`src/rtl/mem_access_unit.sv`:
```
// Load/store initiator for a word-addressed data memory.
// Sub-word stores are done as read-modify-write; one response per accepted request.
module mem_access_unit #(
    parameter int unsigned ADDR_W          = 32,
    parameter bit          ERR_ON_MISALIGN = 1'b1
) (
    input  logic              clk,
    input  logic              rst,
    input  logic              req_valid,
    output logic              req_ready,
    input  logic [ADDR_W-1:0] req_addr,
    input  logic              req_we,
    input  logic [1:0]        req_size,
    input  logic              req_unsigned,
    input  logic [31:0]       req_wdata,
    output logic              resp_valid,
    output logic [31:0]       resp_rdata,
    output logic              resp_err,
    output logic [ADDR_W-1:0] mem_addr,
    output logic [31:0]       mem_wdata,
    output logic              mem_we,
    input  logic [31:0]       mem_rdata
);

    localparam logic [1:0] SZ_BYTE = 2'b00;
    localparam logic [1:0] SZ_HALF = 2'b01;
    localparam logic [1:0] SZ_WORD = 2'b10;
    localparam logic [1:0] SZ_ILL  = 2'b11;

    typedef enum logic [2:0] {IDLE, RD, CAP, WR, DONE} state_t;

    state_t            state, state_next;
    logic [1:0]        off_q, off_d;
    logic              we_q, we_d;
    logic [1:0]        size_q, size_d;
    logic              uns_q, uns_d;
    logic [31:0]       wdata_q, wdata_d;
    logic              err_q, err_d;

    logic              req_ready_d, resp_valid_d, resp_err_d, mem_we_d;
    logic [31:0]       resp_rdata_d, mem_wdata_d;
    logic [ADDR_W-1:0] mem_addr_d;

    logic              misalign, illegal;
    logic [1:0]        eff_off;
    logic [4:0]        shamt;
    logic [31:0]       lane, lane_mask, load_val, merged;

    // Request decode: error detection and effective lane offset (forced alignment when errors are off)
    always_comb begin
        misalign = ((req_size == SZ_HALF) && req_addr[0]) ||
                   ((req_size == SZ_WORD) && (req_addr[1:0] != 2'b00));
        illegal  = (req_size == SZ_ILL) || (ERR_ON_MISALIGN && misalign);
        case (req_size)
            SZ_BYTE: eff_off = req_addr[1:0];
            SZ_HALF: eff_off = {req_addr[1], 1'b0};
            default: eff_off = 2'b00;
        endcase
    end

    // Lane extraction for loads and lane merge for sub-word stores
    always_comb begin
        shamt     = {off_q, 3'b000};
        lane      = mem_rdata >> shamt;
        lane_mask = ((size_q == SZ_BYTE) ? 32'h0000_00FF : 32'h0000_FFFF) << shamt;
        merged    = (mem_rdata & ~lane_mask) | ((wdata_q << shamt) & lane_mask);
        case (size_q)
            SZ_BYTE: load_val = uns_q ? {24'd0, lane[7:0]}  : {{24{lane[7]}}, lane[7:0]};
            SZ_HALF: load_val = uns_q ? {16'd0, lane[15:0]} : {{16{lane[15]}}, lane[15:0]};
            default: load_val = lane;
        endcase
    end

    // Next state and next values of all registered outputs
    always_comb begin
        state_next   = state;
        off_d        = off_q;
        we_d         = we_q;
        size_d       = size_q;
        uns_d        = uns_q;
        wdata_d      = wdata_q;
        err_d        = err_q;
        mem_addr_d   = mem_addr;
        mem_wdata_d  = mem_wdata;
        resp_rdata_d = resp_rdata;

        case (state)
            IDLE: begin
                if (req_valid) begin
                    off_d      = eff_off;
                    we_d       = req_we;
                    size_d     = req_size;
                    uns_d      = req_unsigned;
                    wdata_d    = req_wdata;
                    err_d      = illegal;
                    mem_addr_d = {req_addr[ADDR_W-1:2], 2'b00};
                    if (illegal) begin
                        state_next = DONE;
                    end else if (req_we && (req_size == SZ_WORD)) begin
                        mem_wdata_d = req_wdata;
                        state_next  = WR;
                    end else begin
                        state_next = RD;
                    end
                end
            end
            RD:   state_next = CAP;
            CAP: begin
                if (we_q) begin
                    mem_wdata_d = merged;
                    state_next  = WR;
                end else begin
                    resp_rdata_d = load_val;
                    state_next   = DONE;
                end
            end
            WR:      state_next = DONE;
            DONE:    state_next = IDLE;
            default: state_next = IDLE;
        endcase

        req_ready_d  = (state_next == IDLE);
        mem_we_d     = (state_next == WR);
        resp_valid_d = (state_next == DONE);
        resp_err_d   = (state_next == DONE) && err_d;
    end

    always_ff @(posedge clk or posedge rst) begin
        if (rst) begin
            state      <= IDLE;
            off_q      <= 2'b00;
            we_q       <= 1'b0;
            size_q     <= 2'b00;
            uns_q      <= 1'b0;
            wdata_q    <= 32'd0;
            err_q      <= 1'b0;
            req_ready  <= 1'b1;
            resp_valid <= 1'b0;
            resp_rdata <= 32'd0;
            resp_err   <= 1'b0;
            mem_addr   <= ADDR_W'(0);
            mem_wdata  <= 32'd0;
            mem_we     <= 1'b0;
        end else begin
            state      <= state_next;
            off_q      <= off_d;
            we_q       <= we_d;
            size_q     <= size_d;
            uns_q      <= uns_d;
            wdata_q    <= wdata_d;
            err_q      <= err_d;
            req_ready  <= req_ready_d;
            resp_valid <= resp_valid_d;
            resp_rdata <= resp_rdata_d;
            resp_err   <= resp_err_d;
            mem_addr   <= mem_addr_d;
            mem_wdata  <= mem_wdata_d;
            mem_we     <= mem_we_d;
        end
    end

endmodule

```
`config.mk`:
```
export PLATFORM = sky130hd
export DESIGN_NAME = mem_access_unit
export DESIGN_NICKNAME = d
export VERILOG_FILES = /design/src/rtl/mem_access_unit.sv
export SDC_FILE = /design/constraint.sdc
export NUM_CORES = 1
export LEC_CHECK = 0
export ABC_CLOCK_PERIOD_IN_PS = 4900
export BUFFER_PORTS_ARGS = -buffer_cell sky130_fd_sc_hd__buf_4
export CAP_MARGIN = 5
export CORE_MARGIN = 2
export CORE_UTILIZATION = 40
export DETAILED_ROUTE_END_ITERATION = 10
export GPL_TIMING_DRIVEN = 0
export PLACE_DENSITY = 0.68
export SLEW_MARGIN = 40
export SYNTH_ARGS = -nofsm -noshare
export SYNTH_HDL_FRONTEND = slang
export SYNTH_SLANG_ARGS = --single-unit
export TNS_END_PERCENT = 10
```
`constraint.sdc`:
```
create_clock -name clk -period 4.9 [get_ports clk]
set_input_delay 0.98 -clock clk [delete_from_list [all_inputs] [get_ports clk]]
set_output_delay 0.98 -clock clk [all_outputs]
set_load 0.01 [all_outputs]
```
Word level (Yosys, flattened, before mapping):

Index checks and enable logic that the tools add are counted.

* bits in registers: 140
* output and inout port bits: 100
* logic and storage cells: 67

* shift operators: 3
* multiplexer cells: 17
* bitwise operators: 5
* equality and inequality tests: 13
* reduce and logical (&&, ||, !) cells: 15

Operators by type and width (number)
* 32-bit two-way mux: 6
* 32-bit case mux with 2 select lines: 2
* 32-bit bitwise AND: 2
* 32-bit NOT: 1
* 32-bit OR: 1
* 16-bit by 5-bit left shift with 32-bit output: 1
* 32-bit by 5-bit left shift with 32-bit output: 1
* 32-bit by 5-bit right shift with 32-bit output: 1
* 16-bit two-way mux: 1
* 3-bit case mux with 4 select lines: 1
* 3-bit by 2-bit == test with 1-bit output (second input constant): 3
* 3-bit two-way mux: 3
* 2-bit inequality test (second input constant): 4
* 3-bit logical NOT: 2
* 5-bit AND reduction: 1
* 2-bit by 1-bit == test with 1-bit output (second input constant): 2
* 2-bit == test (second input constant): 2
* 1-bit logical AND: 4
* 2-bit logical NOT: 2
* 2-bit case mux with 2 select lines: 1
* 2-bit AND reduction: 2
* 2-bit nonzero test: 2
* 3-bit by 1-bit == test with 1-bit output (second input constant): 1
* 3-bit == test (second input constant): 1
* 4 further kinds: 6

Depth between registers and ports, before layout:

Gate-level depths: netlist of the first run.

* word-level depth: 9
* gate-level depth with buffers: 8
* depth with buffers taken out: 4

Least setup slack after synthesis of the first run:

OpenSTA, ideal clock, no wires.

* path type: input -> register
* start: input req_valid
* end: register mem_wdata[0]
* cell stages on the path: 5
* arrival time: 2.321 ns
* path slack: 2.455 ns
* cells stage by stage: or4b_1 -> buf_2 -> o31ai_4 -> buf_4 -> mux2_2

* cells in the longest elaborated chain, start to end: 2

RTL lines
* start: declaration: line 9 `input logic req_valid,`
* 2-bit inequality test (no source line)
* 5-bit AND reduction (no source line)
* end signal: assignment: line 157 `mem_wdata <= mem_wdata_d;`
* end: declaration: line 20 `output logic [31:0] mem_wdata,`

No other way between the ends.
A chain may end at the register's enable or synchronous reset.

Final worst setup path of the first run:

* start: register state[0]
* end: register mem_wdata[0]

* cells in the longest elaborated chain, start to end: 3
* elaborated cells between the ends (all ways): 9
* those cells by class: eq/ne: 5; mux: 1; reduce/logical: 3

RTL lines
* start: declaration: line 32 `state_t state, state_next;`
* start signal: assignment: line 145 `state <= state_next;`
* 3-bit by 2-bit == test with 1-bit output or 3-bit logical NOT (tied branches): line 87 `case (state)`
* 2-bit inequality test (no source line) or 2-bit nonzero test (tied branches)
* 5-bit AND reduction (no source line)

Several ways; a longest one is shown, not always the timed one.

==> impl_metrics.env, run 1 <==
export IMPL_arrival_ps=2820
export IMPL_num_rows=44
export IMPL_cts_max_level=4
export IMPL_synth_flop_cell="dfrtp_1"
export IMPL_via_per_inst=5.34
export IMPL_hold_viol=0
export IMPL_regArea_um2=3100
export IMPL_drtPass1Iterations=5
export IMPL_postCtsHoldBufs=0
export IMPL_die_area_um2=16100
export IMPL_vias=5749
export IMPL_route_detailed_drc=0
export IMPL_crit_required_ps=5200
export IMPL_crit_type="register to register"
export IMPL_worst_path_buf_inv=4
export IMPL_detail_route_wl_per_cell_um=18.4
export IMPL_drive_gt1_frac=0.315
export IMPL_crit_fanout=10
export IMPL_core_um2=14600
export IMPL_dp_hpwl_um=15000
export IMPL_grt_setup_unrepaired="false"
export IMPL_numCtsBuffers=17
export IMPL_drv_slew=0
export IMPL_clockPowerShare=0.215
export IMPL_combPwrFrac=0.470
export IMPL_worst_pin_slew_ps=757
export IMPL_clkSinkCount=124
export IMPL_cts_resized=0
export IMPL_cp_common_cell="clkbuf_1"
export IMPL_path_cells="clkbuf_1 > or3b_2 > clkbuf_1 > clkbuf_1 > clkbuf_1 > o21ai_0 > mux2_2"
export IMPL_internal_power_w=0.00364
export IMPL_ys_warn_count=0
export IMPL_max_slew_margin=0.490
export IMPL_synth_edf_count=0
export IMPL_fmax_mhz=396
export IMPL_finalClockSkew_ps=9.98
export IMPL_crit_path_top_delay_cell="clkbuf_1"
export IMPL_clk_latency_ps=420
export IMPL_cts_buffer_depth=2
export IMPL_switching_share=0.390
export IMPL_netlist_area_um2=6050
export IMPL_critical_path_top_delay_family="buffers and inverters"
export IMPL_ant_nets=0
export IMPL_pre_cts_ws_ps=2160
export IMPL_ys_types=44
export IMPL_port_buffers=200
export IMPL_synth_cells=661
export IMPL_die_w_um=127
export IMPL_p_total_w=0.00597
export IMPL_cts_setup_buffers=0
export IMPL_ir_drop_mv=0.305
export IMPL_synth_avg_cell_area_um2=9.16
export IMPL_min_period_over_period=0.515
export IMPL_layout_setup_ws_ps=2380
export IMPL_power_switching_w=0.00233
export IMPL_synth_seq_cells=124
export IMPL_cap_violations=0
export IMPL_outcome="finished, final reports clean"
export IMPL_fin_util=0.576
export IMPL_p_leak_nw=4.07
export IMPL_clkTransAtPathRegs_ps=50
export IMPL_cpPeakStageDelay_ps=490
export IMPL_ioPinCount=203
export IMPL_min_path_type="register to register"
export IMPL_power_density_nw_per_um2=708
export IMPL_multi_input_area_um2=2750
export IMPL_cts_tree="done"
export IMPL_startpoint_type="register"
export IMPL_grt_use_total=0.250
export IMPL_overflow=0
export IMPL_nNetsFinal=985
export IMPL_drt_wl_total_um=19800
export IMPL_ys_async_sr_fraction=1.00
export IMPL_min_period_ps=2520
export IMPL_area_growth_pct=39.4
export IMPL_drt_first_iter_violations=443
export IMPL_antennaDiodeCount=0
export IMPL_pwr_share_seq=0.315
export IMPL_synth_yosys_seq_area_share=0.513
export IMPL_grt_antenna_before_repair=0
export IMPL_fin_tns_setup_ps=0
export IMPL_root_buffer="clkbuf_16"
export IMPL_grt_pass1_wl_um=30900
export IMPL_die_y_um=127
export IMPL_fillers=1364
export IMPL_grt_max_degree=75
export IMPL_start_util=0.413
export IMPL_place_congestion=0.944
export IMPL_setup_viol=0
export IMPL_cp_end_kind="register"
export IMPL_grt_pass1_vias=5700
## cell usage after synthesis (5+ instances only)
library cell | number | area share
o21a_1 | 10 | 0.012
a21oi_1 | 27 | 0.022
o21ai_0 | 17 | 0.014
o22a_1 | 9 | 0.013
buf_1 | 5 | 0.0031
a211oi_1 | 8 | 0.0099
o32a_1 | 16 | 0.026
o211ai_1 | 9 | 0.011
dfrtp_1 | 123 | 0.51
nor2b_1 | 8 | 0.0083
clkbuf_1 | 30 | 0.019
o221a_2 | 8 | 0.015
mux2_2 | 17 | 0.032
and2_1 | 6 | 0.0062
a31oi_1 | 8 | 0.0083
nor3_1 | 9 | 0.0074
nand2b_1 | 5 | 0.0052
nor2_1 | 43 | 0.027
mux2i_1 | 31 | 0.051
buf_2 | 8 | 0.0066
buf_4 | 5 | 0.0062
nand2_1 | 225 | 0.14
and3_1 | 8 | 0.0083
## power by group through the flow
| stage | sequential (W) | combinational [W] | clock, W |
|---|---|---|---|
| 6_report | 0.00188 | 0.00281 | 0.00128 |
| 4_1_cts | 0.00188 | 0.00281 | 0.00130 |
| 3_3_place_gp | 0.00188 | 0.00275 | 0 |
| 2_1_floorplan | 0.00201 | 0.00145 | 0 |
| 5_1_grt | 0.00195 | 0.00308 | 0.00136 |
| 3_5_place_dp | 0.00188 | 0.00280 | 0 |
## worst paths after layout
kind                            slack [ps]  depth (start not counted)                       end               startpoint
worst min register to register         480                          2   mem_addr[2]$_DFFE_PP0P_  mem_addr[2]$_DFFE_PP0P_
max in group asynchronous             3590                          3       req_ready$_DFF_PP1_                      rst
worst max-delay path                  2380                          7  mem_wdata[0]$_DFFE_PP0P_       state[0]$_DFF_PP0_
worst max register to register        2380                          7  mem_wdata[0]$_DFFE_PP0P_       state[0]$_DFF_PP0_
min in group asynchronous              620                          2  mem_addr[28]$_DFFE_PP0P_                      rst
worst min-delay path                   480                          2   mem_addr[2]$_DFFE_PP0P_  mem_addr[2]$_DFFE_PP0P_
## stage by stage
| step | hold slack (ps) | cell area (um2) | cells |
|---|---|---|---|
| finish | 476 | 8440 | 1077 |
| global route | 499 | 8440 | 1077 |
| CTS | 478 | 8440 | 1077 |
| detailed placement | 464 | 7840 | 1047 |
| global placement | 460 | 7790 | 1046 |
| floorplan | 448 | 6060 | 662 |
## registers in the layout, indices dropped and copies added, names as in the netlist
register,cells
resp_valid,1
off_q,2
resp_err,1
wdata_q,16
uns_q,1
err_q,1
state,3
we_q,1
mem_wdata,32
mem_addr,30
size_q,2
mem_we,1
resp_rdata,32
req_ready,1
## layer usage
metal	GRT usage	wire [um]
met4	0.106	611
met2	0.375	8760
met5	0	0
met1	0.339	8570
met3	0.0771	1860
## worst min-delay path, delay by kind of cell, from the launching register on
family,cells,cell delay [ps]
AND/OR/NAND/NOR,2,100
flip-flops,1,340
## cells by family (layout without fill, tap and decap cells)
family / count (synthesis) / count (layout) / synth area share
buffers and inverters: 50 / 281 / 0.0358
AOI/OAI and AO/OA: 120 / 120 / 0.146
and+or+nand+nor: 317 / 317 / 0.218
other: 1 / 2 / 0.000619
muxes: 49 / 49 / 0.0866
DFF: 124 / 124 / 0.513
## final cells by class
class	count	share of cell area
Tap cell	184	0.0273
Inverter	2	0.00178
Clock inverter	7	0.0133
Buffer	48	0.0248
Clock buffer	23	0.0578
Sequential cell	124	0.368
Multi-Input combinational cell	488	0.326
Timing Repair Buffer	201	0.181
## cells in the final DEF (no fill, tap or decap), types with 2 or more instances in the layout
master and n:
buf_4 205, dfrtp_1 123, mux2_2 17, nand3_1 2, or2_2 2, clkbuf_8 4
and3_1 8, nor2_2 2, clkbuf_16 17, nor3_1 9, o32a_1 16, buf_1 5
clkinv_2 3, o211ai_1 9, nand2_1 225, a21oi_1 27, and2_1 6, o221a_2 8
a31oi_1 8, nor2_1 42, o21ai_0 17, o22a_1 9, nor2b_1 8, conb_1 2
o21a_1 10, o22ai_1 2, buf_2 8, nand2b_1 5, clkbuf_1 32, bufinv_16 3
a211oi_1 8, mux2i_1 31
Power figures use the tool's default switching activity.
==> inputs of run 2 (changes only) <==
- ABC_AREA: not set -> 1
- ABC_CLOCK_PERIOD_IN_PS: 4900 -> 2020
- PLACE_DENSITY: 0.68 -> 0.69
- clock period: 4.9 -> 2.02 ns (I/O delays scaled with it)
==> impl_metrics.env, run 2 <==
export IMPL_route_detailed_drc=0
export IMPL_place_congestion=0.933
export IMPL_cp_common_cell="nand2_1"
export IMPL_min_period_ps=1830
export IMPL_antennaDiodeCount=0
export IMPL_max_slew_margin=0.628
export IMPL_regArea_um2=3300
export IMPL_grt_use_total=0.249
export IMPL_port_buffers=200
export IMPL_ys_async_sr_fraction=1.00
export IMPL_wl_met2_um=10400
export IMPL_synth_flop_cell="dfrtp_1"
export IMPL_layout_commonest_cell="nand2_1"
export IMPL_detail_route_wl_per_cell_um=15.6
export IMPL_cts_setup_buffers=0
export IMPL_dp_hpwl_um=17400
export IMPL_fillers=1719
export IMPL_crit_required_ps=2380
export IMPL_synth_avg_cell_area_um2=7.33
export IMPL_min_path_type="input port to asynchronous set/reset pin"
export IMPL_netlist_area_um2=7020
export IMPL_crit_path_top_delay_cell="dfrtp_1"
export IMPL_power_density_nw_per_um2=1620
export IMPL_grt_pass1_wl_um=35300
export IMPL_reg2reg_depth=9
export IMPL_worst_path_buf_inv=4
export IMPL_drive_gt1_frac=0.273
export IMPL_root_buffer="clkbuf_16"
export IMPL_switching_share=0.418
export IMPL_multi_input_area_um2=3110
export IMPL_internal_power_w=0.00898
export IMPL_cts_max_level=4
export IMPL_vias=6962
export IMPL_startpoint_type="register"
export IMPL_synth_seq_cells=132
export IMPL_top_regs="mem_wdata: 32 flops, resp_rdata: 32 flops, mem_addr: 30 flops"
export IMPL_p_leak_nw=5.16
export IMPL_fmax_mhz=545
export IMPL_pwr_share_seq=0.308
export IMPL_drt_wl_total_um=22200
export IMPL_cap_violations=0
export IMPL_final_cells=1420
export IMPL_min_period_over_period=0.908
export IMPL_finalClockSkew_ps=7.34
export IMPL_nNetsFinal=1285
export IMPL_cts_tree="done"
export IMPL_grt_pass1_vias=6754
export IMPL_die_area_um2=18600
export IMPL_power_switching_w=0.00645
export IMPL_drtPass1Iterations=5
export IMPL_ioPinCount=203
export IMPL_cts_buffer_depth=2
export IMPL_critical_path_top_delay_family="buffers and inverters"
export IMPL_synth_edf_count=0
export IMPL_area_growth_pct=35.4
export IMPL_ys_top_cells_by_count="402 x nand2_1, 131 x dfrtp_1, 108 x nand3_1"
export IMPL_route_top_layer_used="met4"
export IMPL_outcome="finished, final reports clean"
export IMPL_wl_met3_um=1630
export IMPL_synth_top_cell_by_area="dfrtp_1"
export IMPL_ys_types=34
export IMPL_synth_most_common_cell="nand2_1"
export IMPL_ir_drop_mv=0.773
export IMPL_cp_depth=9
export IMPL_crit_type="register to register"
export IMPL_dp_cells=1388
export IMPL_overflow=0
export IMPL_wl_met1_um=9690
export IMPL_postCtsHoldBufs=0
export IMPL_ant_nets=0
export IMPL_r2r_end="mem_wdata[8]$_DFFE_PP0P_"
export IMPL_cts_resized=0
export IMPL_grt_setup_unrepaired="false"
export IMPL_die_y_um=136
export IMPL_synth_top_cell_area_share=0.467
export IMPL_path_cells="inv_2 > nand3_2 > inv_2 > buf_2 > buf_2 > nand3_1 > nand2_1 > nand2_1 > nand2_1"
export IMPL_combPwrFrac=0.492
export IMPL_reg2reg_slack_ps=190
export IMPL_start_util=0.407
export IMPL_clkSinkCount=132
export IMPL_grt_max_degree=26
export IMPL_die_w_um=136
export IMPL_drt_first_iter_violations=556
export IMPL_cpPeakStageDelay_ps=390
export IMPL_setup_viol=0
export IMPL_clkTransAtPathRegs_ps=60
export IMPL_grt_antenna_before_repair=0
export IMPL_crit_fanout=10
export IMPL_core_um2=17200
export IMPL_synth_yosys_seq_area_share=0.471
export IMPL_hold_viol=0
export IMPL_synth_cells=957
export IMPL_arrival_ps=2200
export IMPL_rr_startpoint="state[0]$_DFF_PP0_"
export IMPL_clk_latency_ps=430
export IMPL_layout_common_cells="402 x nand2_1, 204 x buf_4, 131 x dfrtp_1, 108 x nand3_1, 66 x inv_1"
export IMPL_ys_warn_count=0
export IMPL_worst_pin_slew_ps=558
export IMPL_crit_start="state[0]$_DFF_PP0_"
export IMPL_cp_end_kind="register"
export IMPL_synth_area_leaders="dfrtp_1 47%, nand2_1 21%, nand3_1 7.7%"
export IMPL_clockPowerShare=0.200
export IMPL_fin_tns_setup_ps=0
export IMPL_via_per_inst=4.90
export IMPL_num_rows=48
export IMPL_numCtsBuffers=17
export IMPL_drv_slew=0
==> run 2: changes by cell type after synthesis, sizes merged, moves of 16 or more <==
| cell | previous run | this run |
|---|---|---|
| clkbuf | 30 | 13 |
| buf | 18 | 39 |
| o32a | 16 | 0 |
| or2 | 2 | 24 |
| nand2 | 225 | 409 |
| mux2 | 17 | 0 |
| nand3 | 2 | 116 |
| nor2 | 44 | 62 |
| mux2i | 31 | 0 |
| inv | 2 | 75 |
| o21ai | 18 | 45 |
==> run 2: stage by stage <==
step	utilization	hold WS, ps	area, um2	setup slack (ps)	power, W
floorplan	-	442	7030	-20.4	0.00925
global placement	0.511	456	8810	-975	0.0122
detailed placement	0.517	460	8920	220	0.0123
CTS	0.551	8.79	9500	206	0.0155
global route	0.551	23.3	9500	24.6	0.0167
finish	0.551	7.01	9500	186	0.0154
==> run 2: how the worst max path moves through the flow <==
stage,end,slack (ps)
2_1_floorplan,err_q$_DFF_PP0_,-20
3_3_place_gp,resp_rdata[16]$_DFFE_PP0P_,-980
3_5_place_dp,mem_wdata[8]$_DFFE_PP0P_,220
4_1_cts,mem_wdata[8]$_DFFE_PP0P_,210
5_1_grt,wdata_q[4]$_DFFE_PP0P_,20
6_report,mem_wdata[8]$_DFFE_PP0P_,190
==> run 2: layout make-up <==
type                    count  area share
clock inverters            11      0.0133
repair buffers            205       0.169
plain buffers              52      0.0338
well taps                 225      0.0296
multi-input cells         699       0.327
clock buffers              21      0.0484
inverters                  75      0.0305
flip-flops and latches    132       0.348
==> run 2: cell families (layout without fill, tap and decap cells) <==
| kind of cell | after synthesis | count (layout) | synth area share |
|---|---|---|---|
| AOI/OAI and AO/OA | 82 | 82 | 0.0661 |
| buffers and inverters | 127 | 364 | 0.0866 |
| DFF | 132 | 132 | 0.471 |
| other | 1 | 2 | 0.000534 |
| and+or+nand+nor | 615 | 615 | 0.376 |
==> run 2: power by group through the flow <==
stage               clock network, W  logic (W)  registers [W]
finish                       0.00309    0.00759        0.00474
global route                 0.00326    0.00851        0.00489
CTS                          0.00313    0.00762        0.00474
detailed placement                 0    0.00759        0.00475
global placement                   0    0.00744        0.00475
floorplan                          0    0.00419        0.00506
==> run 2: routing by layer <==
layer / global-route usage / up-vias
li1: - / 3439
met4: 0.0903 / 0
met5: 0 / -
met1: 0.337 / 3242
met3: 0.0626 / 42
met2: 0.385 / 239
==> inputs of run 3 (changes only) <==
- ABC_CLOCK_PERIOD_IN_PS: 2020 -> 1700
- PLACE_DENSITY: 0.69 -> 0.66
- clock period: 2.02 -> 1.7 ns (I/O delays scaled with it)
==> impl_metrics.env, run 3 (synthesis gave the netlist of run 2 again) <==
export IMPL_final_cell_area_um2=9770
export IMPL_route_top_layer_used="met4"
export IMPL_nNetsFinal=1295
export IMPL_die_area_um2=18600
export IMPL_internal_power_w=0.0112
export IMPL_grt_max_degree=25
export IMPL_crit_path_top_delay_cell="dfrtp_2"
export IMPL_ir_drop_mv=0.972
export IMPL_route_detailed_drc=0
export IMPL_min_path_type="input port to asynchronous set/reset pin"
export IMPL_grt_use_total=0.248
export IMPL_final_cells=1430
export IMPL_clockPowerShare=0.208
export IMPL_path_cells="nor2_4 > inv_2 > nor2_4 > nand2_4 > o21ai_4 > inv_4 > buf_2 > nand2_1 > nand2_1"
export IMPL_startpoint_type="register"
export IMPL_switching_share=0.407
export IMPL_via_per_inst=4.92
export IMPL_fmax_mhz=589
export IMPL_core_um2=17200
export IMPL_drt_wl_total_um=22600
export IMPL_p_leak_nw=5.29
export IMPL_cpPeakStageDelay_ps=460
export IMPL_die_w_um=136
export IMPL_hold_viol=0
export IMPL_wl_met2_um=10400
export IMPL_drt_first_iter_violations=599
export IMPL_setup_viol=0
export IMPL_area_growth_pct=39.2
export IMPL_cts_buffer_depth=2
export IMPL_placed_area_um2=8970
export IMPL_clkSinkCount=132
export IMPL_crit_type="register to register"
export IMPL_die_y_um=136
export IMPL_crit_required_ps=2020
export IMPL_power_density_nw_per_um2=1940
export IMPL_cp_end_kind="register"
export IMPL_finalClockSkew_ps=9.43
export IMPL_combPwrFrac=0.493
export IMPL_grt_pass1_wl_um=35000
export IMPL_wl_met3_um=1690
export IMPL_antennaDiodeCount=0
export IMPL_power_switching_w=0.00771
export IMPL_worst_pin_slew_ps=546
export IMPL_drtPass1Iterations=5
export IMPL_dp_cells=1389
export IMPL_layout_common_cells="393 x nand2_1, 217 x buf_4, 129 x dfrtp_1, 108 x nand3_1, 65 x inv_1"
export IMPL_pwr_share_seq=0.299
export IMPL_drive_gt1_frac=0.296
export IMPL_min_period_ps=1700
export IMPL_crit_fanout=7
export IMPL_grt_antenna_before_repair=0
export IMPL_clk_latency_ps=430
export IMPL_overflow=0
export IMPL_numCtsBuffers=17
export IMPL_cts_tree="done"
export IMPL_ioPinCount=203
export IMPL_cap_violations=0
export IMPL_min_period_over_period=0.998
export IMPL_dp_hpwl_um=17500
export IMPL_cts_max_level=4
export IMPL_layout_commonest_cell="nand2_1"
export IMPL_num_rows=48
export IMPL_outcome="finished, final reports clean"
export IMPL_vias=7037
export IMPL_detail_route_wl_per_cell_um=15.8
export IMPL_root_buffer="clkbuf_16"
export IMPL_top_regs="mem_wdata: 32 flops, resp_rdata: 32 flops, mem_addr: 30 flops"
export IMPL_wl_met1_um=10000
export IMPL_port_buffers=200
export IMPL_max_slew_margin=0.636
export IMPL_grt_pass1_vias=6661
export IMPL_arrival_ps=2020
export IMPL_place_congestion=0.930
export IMPL_ant_nets=0
export IMPL_clkTransAtPathRegs_ps=60
export IMPL_grt_setup_unrepaired="true"
export IMPL_start_util=0.407
export IMPL_drv_slew=0
-- run 3: changes by cell type in the layout (fill, tap and decap cells not counted), sizes merged --
cell,change
buf,+7
bufinv,+2
clkbuf,+5
clkinvlp,-2
inv,-2
-- run 3: critical path: cells and delay by family, from the launching register on --
| kind | cells | cell delay [ps] |
|---|---|---|
| simple gates | 5 | 500 |
| flops | 1 | 460 |
| compound gates | 1 | 330 |
| buf+inv | 3 | 320 |
-- run 3: final cells by class --
class                      instances  area [um2]
inverter                          75         295
fill                            1667        7460
buffer                            52         369
clock inverter                     9         150
tap                              225         282
sequential                       132        3310
multi-input combinational        699        3170
timing repair buffer             215        1720
clock buffer                      23         478
-- run 3: power groups by stage --
stage	clock network [W]	registers, W	logic (W)
4_1_cts	0.00397	0.00563	0.00910
3_3_place_gp	0	0.00564	0.00882
3_5_place_dp	0	0.00564	0.00901
6_report	0.00393	0.00567	0.00934
2_1_floorplan	0	0.00602	0.00498
5_1_grt	0.00412	0.00585	0.0104
-- run 3: worst paths after layout --
kind,from,endpoint,slack (ps),depth (start not counted)
worst max-delay path,state[1]$_DFF_PP0_,mem_wdata[1]$_DFFE_PP0P_,3,9
worst min-delay path,rst,mem_wdata[12]$_DFFE_PP0P_,30,3
worst max register to register,state[1]$_DFF_PP0_,mem_wdata[1]$_DFFE_PP0P_,3,9
worst min register to register,wdata_q[22]$_DFFE_PP0P_,wdata_q[22]$_DFFE_PP0P_,470,2
max in group asynchronous,rst,off_q[0]$_DFFE_PP0P_,790,7
min in group clk,req_addr[13],mem_addr[13]$_DFFE_PP0P_,110,3
-- run 3: routing by layer --
metal / vias to the layer above / track usage
met5: - / 0
met4: 0 / 0.0839
met3: 32 / 0.0623
met2: 261 / 0.388
met1: 3279 / 0.336
li1: 3465 / -
-- run 3: repair_timing --
item | 4_1_cts | 5_1_grt
buffers inserted | 0 | 7
hold buffers | 1 | 0
pin swaps | 0 | 8
gates resized for setup | 7 | 51
endpoints found under the setup margin | 63 | 61
endpoints found under the hold margin | 16 | 0
gates cloned | 0 | 1
-- run 3: per-stage QoR --
stage               total power, W  worst slack [ps]  setup TNS, ps   util  hold slack [ps]
floorplan                   0.0110              -276         -36210      -              442
global placement            0.0145             -1210        -157530  0.511              457
detailed placement          0.0146              -108          -1430  0.520              391
CTS                         0.0187              2.05              0  0.559             29.4
global route                0.0204             -61.3          -1200  0.567             32.0
finish                      0.0189              2.84              0  0.567             27.0
